### config.mk
export PLATFORM = sky130hd
export DESIGN_NAME = instr_fetch_unit
export DESIGN_NICKNAME = d
export VERILOG_FILES = /design/src/rtl/instr_fetch_unit.sv
export SDC_FILE = /design/constraint.sdc
export NUM_CORES = 1
export LEC_CHECK = 0
export ABC_AREA = 1
export ABC_CLOCK_PERIOD_IN_PS = 4000
export CAP_MARGIN = 10
export CELL_PAD_IN_SITES_DETAIL_PLACEMENT = 2
export CELL_PAD_IN_SITES_GLOBAL_PLACEMENT = 2
export CORE_ASPECT_RATIO = 1.75
export CORE_UTILIZATION = 33
export CTS_CLUSTER_DIAMETER = 40
export DETAILED_ROUTE_END_ITERATION = 8
export GPL_TIMING_DRIVEN = 0
export PLACE_DENSITY = 0.94
export SYNTH_ARGS = -nofsm -noshare
export SYNTH_HDL_FRONTEND = slang
export SYNTH_SLANG_ARGS = --single-unit
### constraint.sdc
create_clock -name clk -period 4 [get_ports clk]
set_input_delay 1 -clock clk [delete_from_list [all_inputs] [get_ports clk]]
set_output_delay 1 -clock clk [all_outputs]
set_load 0.02 [all_outputs]
### src/rtl/instr_fetch_unit.sv
// instr_fetch_unit: IF stage with PC, single-outstanding imem fetch, 2-entry buffer toward ID.
// Optional IF_PERF_CNT_EN adds perf_fetch_cnt/perf_stall_cnt outputs.
module instr_fetch_unit #(
  parameter logic [31:0] RESET_PC  = 32'h0000_3000,
  parameter int          BUF_DEPTH = 2
) (
  input  logic        clk,
  input  logic        rst_n,
`ifdef IF_PERF_CNT_EN
  output logic [31:0] perf_fetch_cnt,
  output logic [31:0] perf_stall_cnt,
`endif
  output logic        imem_req,
  output logic [31:0] imem_addr,
  input  logic        imem_ready,
  input  logic        imem_rvalid,
  input  logic [31:0] imem_rdata,
  output logic        id_valid,
  output logic [31:0] id_instr,
  output logic [31:0] id_pc,
  input  logic        id_ready,
  input  logic        redirect_valid,
  input  logic [31:0] redirect_pc
);
  typedef enum logic {RUN, DRAIN} state_t;
  state_t      state_q, state_d;
  logic [31:0] pc_q, pc_d, fetch_pc_q;
  logic        out_q, out_d;
  logic [1:0]  count_q, count_d;
  logic [31:0] instr_q [2];
  logic [31:0] bpc_q [2];
  logic        accept, resp, push, pop, wr_idx;
  assign imem_req  = rst_n && state_q == RUN && !out_q && count_q < 2'(BUF_DEPTH) && !redirect_valid;
  assign imem_addr = pc_q;
  assign id_valid  = count_q != 2'd0;
  assign id_instr  = instr_q[0];
  assign id_pc     = bpc_q[0];
  assign accept    = imem_req && imem_ready;
  assign resp      = imem_rvalid && out_q;
  assign pop       = id_valid && id_ready;
  assign push      = resp && state_q == RUN && !redirect_valid;
  // Slot written after any same-cycle pop has shifted the head out.
  assign wr_idx    = pop ? count_q[1] : count_q[0];
  always_comb begin
    state_d = redirect_valid ? ((out_q && !resp) ? DRAIN : RUN) : (resp ? RUN : state_q);
    out_d   = resp ? 1'b0 : (accept ? 1'b1 : out_q);
    pc_d    = redirect_valid ? (redirect_pc & ~32'd3) : (accept ? pc_q + 32'd4 : pc_q);
    count_d = redirect_valid ? 2'd0 : count_q + {1'b0, push} - {1'b0, pop};
  end
  always_ff @(posedge clk or negedge rst_n) begin
    if (!rst_n) begin
      state_q    <= RUN;
      pc_q       <= RESET_PC;
      fetch_pc_q <= '0;
      out_q      <= 1'b0;
      count_q    <= 2'd0;
      instr_q[0] <= '0;
      instr_q[1] <= '0;
      bpc_q[0]   <= '0;
      bpc_q[1]   <= '0;
    end else begin
      state_q <= state_d;
      pc_q    <= pc_d;
      out_q   <= out_d;
      count_q <= count_d;
      if (accept) fetch_pc_q <= pc_q;
      if (pop) begin
        instr_q[0] <= instr_q[1];
        bpc_q[0]   <= bpc_q[1];
      end
      if (push) begin
        instr_q[wr_idx] <= imem_rdata;
        bpc_q[wr_idx]   <= fetch_pc_q;
      end
    end
  end
`ifdef IF_PERF_CNT_EN
  logic [31:0] fetch_cnt_q, stall_cnt_q;
  always_ff @(posedge clk or negedge rst_n) begin
    if (!rst_n) begin
      fetch_cnt_q <= '0;
      stall_cnt_q <= '0;
    end else begin
      fetch_cnt_q <= fetch_cnt_q + 32'(push);
      stall_cnt_q <= stall_cnt_q + 32'(id_valid && !id_ready);
    end
  end
  assign perf_fetch_cnt = fetch_cnt_q;
  assign perf_stall_cnt = stall_cnt_q;
`endif
endmodule

== Word level (Yosys, flattened, before mapping) ==
Index checks and enable logic that the tools add are counted.

* Add/sub/neg operators: 3
* Multiply operators: 0
* Divide/modulo/power cells: 0
* Magnitude comparators: 3
* Eq/ne operators: 0
* Shifts and indexed selects: 0
* Multiplexer cells: 17
* Bitwise gates (word level): 2
* Reduce and logical (&&, ||, !) cells: 18

{| class="wikitable"
|+ Operators by type and width
! kind !! number
|-
| $mux 32 || 5
|-
| $bwmux 64 || 2
|-
| $mux 64 || 2
|-
| $add 32x3->32 const B || 1
|-
| $demux 32 s1 || 1
|-
| $logic_and 1x1->1 || 11
|-
| $reduce_bool 2->1 || 4
|-
| $mux 1 || 6
|-
| $logic_not 1->1 || 3
|-
| $add 2x1->2 || 1
|-
| $ge 2x2->1 const B || 1
|-
| $lt 2x1->1 const B || 1
|-
| $lt 2x2->1 const B || 1
|-
| $mux 2 || 1
|-
| $not 1->2 || 1
|-
| $sub 2x1->2 || 1
|-
| $not 1->1 || 1
|}

* Flip-flop bits (word level): 196
* Latch bits: 0
* RAM bits: 0
* Memory bits (read-only): 0
* Bits of input ports: 70
* Output and inout port bits: 98
* Memories: 0

== Longest topological paths before layout ==
Gate-level depths: netlist of the first run.

* Word-level depth: 10
* Gate-level depth with buffers: 11

== Least setup slack after synthesis of the first run ==
Ideal clock, no wire load.

* Path kind: input port to output port
* From: input port redirect_valid
* To: output port imem_req
* Arrival: 1.452 ns
* Required time: 3.000 ns
* Slack: 1.548 ns
* Stages on the path: 4
* Buffers on the path: 1
* Path through: buf_6 nor2_8 nand3_1 inv_1

* Longest elaborated chain between the ends: 2

{| class="wikitable"
|+ RTL lines
! element !! line !! text
|-
| start: declaration || 22 || <nowiki>input logic redirect_valid,</nowiki>
|-
| $logic_not 1->1 || 33 || <nowiki>assign imem_req = rst_n && state_q == RUN && !out_q && count_q < 2'(BUF_DEPTH) && !redirect_valid;</nowiki>
|-
| $logic_and 1x1->1 || 33 ||
|-
| end: declaration || 13 || <nowiki>output logic imem_req,</nowiki>
|}

No other way between the ends.

== Worst setup path in the final report of the first run ==
* From: input port rst_n
* To: output port imem_req

* Longest elaborated chain between the ends: 4

{| class="wikitable"
|+ RTL lines
! element !! line !! text
|-
| start: declaration || 8 || <nowiki>input logic rst_n,</nowiki>
|-
| $logic_and 1x1->1 (4 in series) || 33 ||
|}

No other way between the ends.

==> reports/qor.yml, run 1 <==
cts_buffer_depth: 2
syn_to_final_growth_pct: 30.04
reg2reg_from: "count_q[1]"
path_cells: "buf_8 > nand3_1 > inv_1 > clkdlybuf4s50_1"
final_hold_viol_count: 0
vdd_drop_max_v: 0.0003784
gp_congestion: 0.8377
routedWlPerCell_um: 19.57
powerDensity_nw_per_um2: 698.2
fmax_ghz: 0.2728
rrSetupSlack_ns: 1.73
netlist_instances: 1142
fin_cells: 1708
critPathSlowestCell: "clkdlybuf4s50_1"
crit_arrival_ns: 2.67
postCtsHoldBufs: 0
critPathLaunchType: "input port"
cap_violations: 0
max_stage_delay_ns: 0.61
fin_tns_setup_ns: 0
grt_first_pass_wirelength_mm: 53.14
dp_hpwl_mm: 24.61
ys_seq_area_share_pct: 51.78
routed_wl_mm: 33.42
ys_types: 29
syn_area_per_cell_um2: 8.045
htree_levels: 4
floorplan.die_area_um2: 28540
clock_skew_ns: 0.01109
numPortBuffers: 162
cts_setup_buffers: 0
worst-path-stages: 4
post-place-ws_ns: 0.3073
layout_setup_ws_ns: 0.3349
outcome: "finished clean"
clk_latency_ns: 0.46
initial_core_util_pct: 33.62
drive_above_1_share_pct: 10.46
fp-row-count: 80
core_area_um2: 27330
cts.sinks: 190
ant_nets: 0
path_clk_slew_ns: 0.08
r2r-end: "count_q[1]"
chipWidth_um: 128.1
synth_seq_cells: 190
r2r_cells: 9
netlist_area_um2: 9188
remaining_drc_errors: 0
critPathBufInv: 3
track_usage_pct: 24.67
finalPower_mw: 8.342
crit_type: "input port to primary output"
gr-total-overflow: 0
numCtsBuffers: 17
period_share_pct: 91.63
die_h_um: 222.7
cts_root_buf: "clkbuf_16"
worstSetupStartpoint: "rst_n"
cp-endpoint: "imem_req"
max-slew-margin-rel_pct: 41.63
finalSetupViolCount: 0
maxSlewViolCount: 0
leakage_nw: 5.649
final_nets: 1398
hold_class: "flip-flop to flip-flop"
first_pass_iters: 6
antenna_found_initial: 1
synth_warnings: 0
crit_required_ns: 3.00
grt_max_degree: 107
drtIter0Drc: 269
vias: 8505
via_per_inst: 4.980
min_period_ns: 3.665
num_io_pins: 168
grt_pass1_vias: 9854
rsz0062_at_grt: "false"
cts_resized: 0
crit_path_end_kind: "primary output"
critPathTopFamily: "buffers and inverters"
dp_cells: 1675
cts_tree: "done"
crit_fanout: 106
tightest_slew_ns: 0.8756
## Yosys cell counts
master	count	area share, %
clkbuf_1	25	1.0
nor2_1	108	4.4
or2_1	1	0.068
buf_1	2	0.082
nand3_1	54	2.9
dfrtp_1	188	51
xnor2_1	2	0.19
conb_1	1	0.041
nor2_2	1	0.068
or2_2	2	0.14
xor2_1	4	0.38
and2_1	3	0.20
nand2_1	287	12
o21ai_2	2	0.19
o211ai_1	2	0.16
buf_6	9	1.1
nand4_2	1	0.14
ha_1	3	0.41
buf_4	70	5.7
dfstp_2	2	0.57
o21ai_0	74	4.0
o22ai_1	17	1.2
o21ai_1	58	3.2
a211oi_1	1	0.082
nor2_8	1	0.22
buf_2	15	0.82
a21oi_1	90	4.9
inv_2	3	0.12
inv_1	116	4.7
## cell families after synthesis
family | count (synthesis) | synth area share, %
AND/OR/NAND/NOR | 458 | 19.91
AO/OA/AOI/OAI | 244 | 13.69
buffers and inverters | 240 | 13.60
flip-flops | 190 | 51.78
XOR/XNOR | 6 | 0.5720
adder cells (fa/ha/maj) | 3 | 0.4086
other | 1 | 0.04082
## final cells by class
| cell class | count | area (um2) |
|---|---|---|
| fillers | 3086 | 15380 |
| multi-input cells | 713 | 3184 |
| flip-flops and latches | 190 | 4757 |
| inverters | 119 | 446.7 |
| clock buffers | 17 | 425.4 |
| well taps | 369 | 461.7 |
| repair buffers | 163 | 1654 |
| clock inverters | 15 | 212.7 |
| diodes | 1 | 2.502 |
| plain buffers | 121 | 803.3 |
## layer usage
metal  vias to the layer above  wire length [um]  global-route usage, %
met5                         -                 0                      0
met4                         0              1576                  12.94
met3                        74               749                  3.395
met2                       183             19180                  48.37
met1                      4336             11920                  24.36
li1                       3912                 -                      -
## registers in the layout (all words and copies together), names as in the netlist
name        count
bpc_q          30
count_q         2
fetch_pc_q     30
id_instr       32
id_pc          32
imem_addr      30
instr_q        32
out_q           1
state_q         1
## worst min-delay path by stage
| stage | cells past startpoint | to | start | slack [ns] |
|---|---|---|---|---|
| final | 2 | fetch_pc_q[28] | fetch_pc_q[28] | 0.50 |
| after CTS | 2 | fetch_pc_q[28] | fetch_pc_q[28] | 0.50 |
| after global routing | 2 | bpc_q[31] | bpc_q[31] | 0.53 |
| after global placement | 2 | instr_q[31] | instr_q[31] | 0.47 |
| after floorplan | 2 | fetch_pc_q[12] | fetch_pc_q[12] | 0.45 |
| after detailed placement | 2 | bpc_q[31] | bpc_q[31] | 0.48 |
## metrics by stage
step | util (%) | instance area, um2 | hold slack, ns
floorplan | - | 9191 | 0.4530
global placement | 41.26 | 11270 | 0.4650
detailed placement | 41.38 | 11310 | 0.4809
CTS | 43.71 | 11950 | 0.5019
global route | 43.72 | 11950 | 0.5278
finish | 43.72 | 11950 | 0.4957
## worst min-delay path: cells and delay by family, from the launching register on
kind / cells / cell delay (ns)
AO/OA/AOI/OAI: 1 / 0.06
flip-flops: 1 / 0.35
AND/OR/NAND/NOR: 1 / 0.05
## cell usage in the layout, fill, tap and decap left out, types with 4 or more instances in the layout
cell / n
a21oi_1: 90
buf_2: 15
buf_4: 70
buf_6: 9
bufinv_16: 4
clkbuf_1: 25
clkbuf_16: 17
clkdlybuf4s50_1: 161
clkinv_4: 4
clkinvlp_4: 5
dfrtp_1: 188
inv_1: 116
nand2_1: 287
nand3_1: 54
nor2_1: 108
o21ai_0: 74
o21ai_1: 58
o22ai_1: 17
xor2_1: 4
## report_power, final
part | switching, mW | leakage, nW | internal (mW)
logic | 1.70 | 2.94 | 1.51
registers | 0.559 | 2.42 | 2.69
clock network | 0.830 | 0.294 | 1.06
Note: power is estimated with default switching activity, not from simulation.
==> run 2, diff against run 1 <==
--- a/config.mk
+++ b/config.mk
@@ -13,8 +13,10 @@
 export CORE_ASPECT_RATIO = 1.75
 export CORE_UTILIZATION = 33
 export CTS_CLUSTER_DIAMETER = 40
+export CTS_CLUSTER_SIZE = 30
 export DETAILED_ROUTE_END_ITERATION = 8
 export GPL_TIMING_DRIVEN = 0
+export HOLD_SLACK_MARGIN = 0.03
 export PLACE_DENSITY = 0.94
 export SYNTH_ARGS = -nofsm -noshare
 export SYNTH_HDL_FRONTEND = slang
==> results of run 2 <==
Final layout, timing and power as in run 1 (identical DEF).
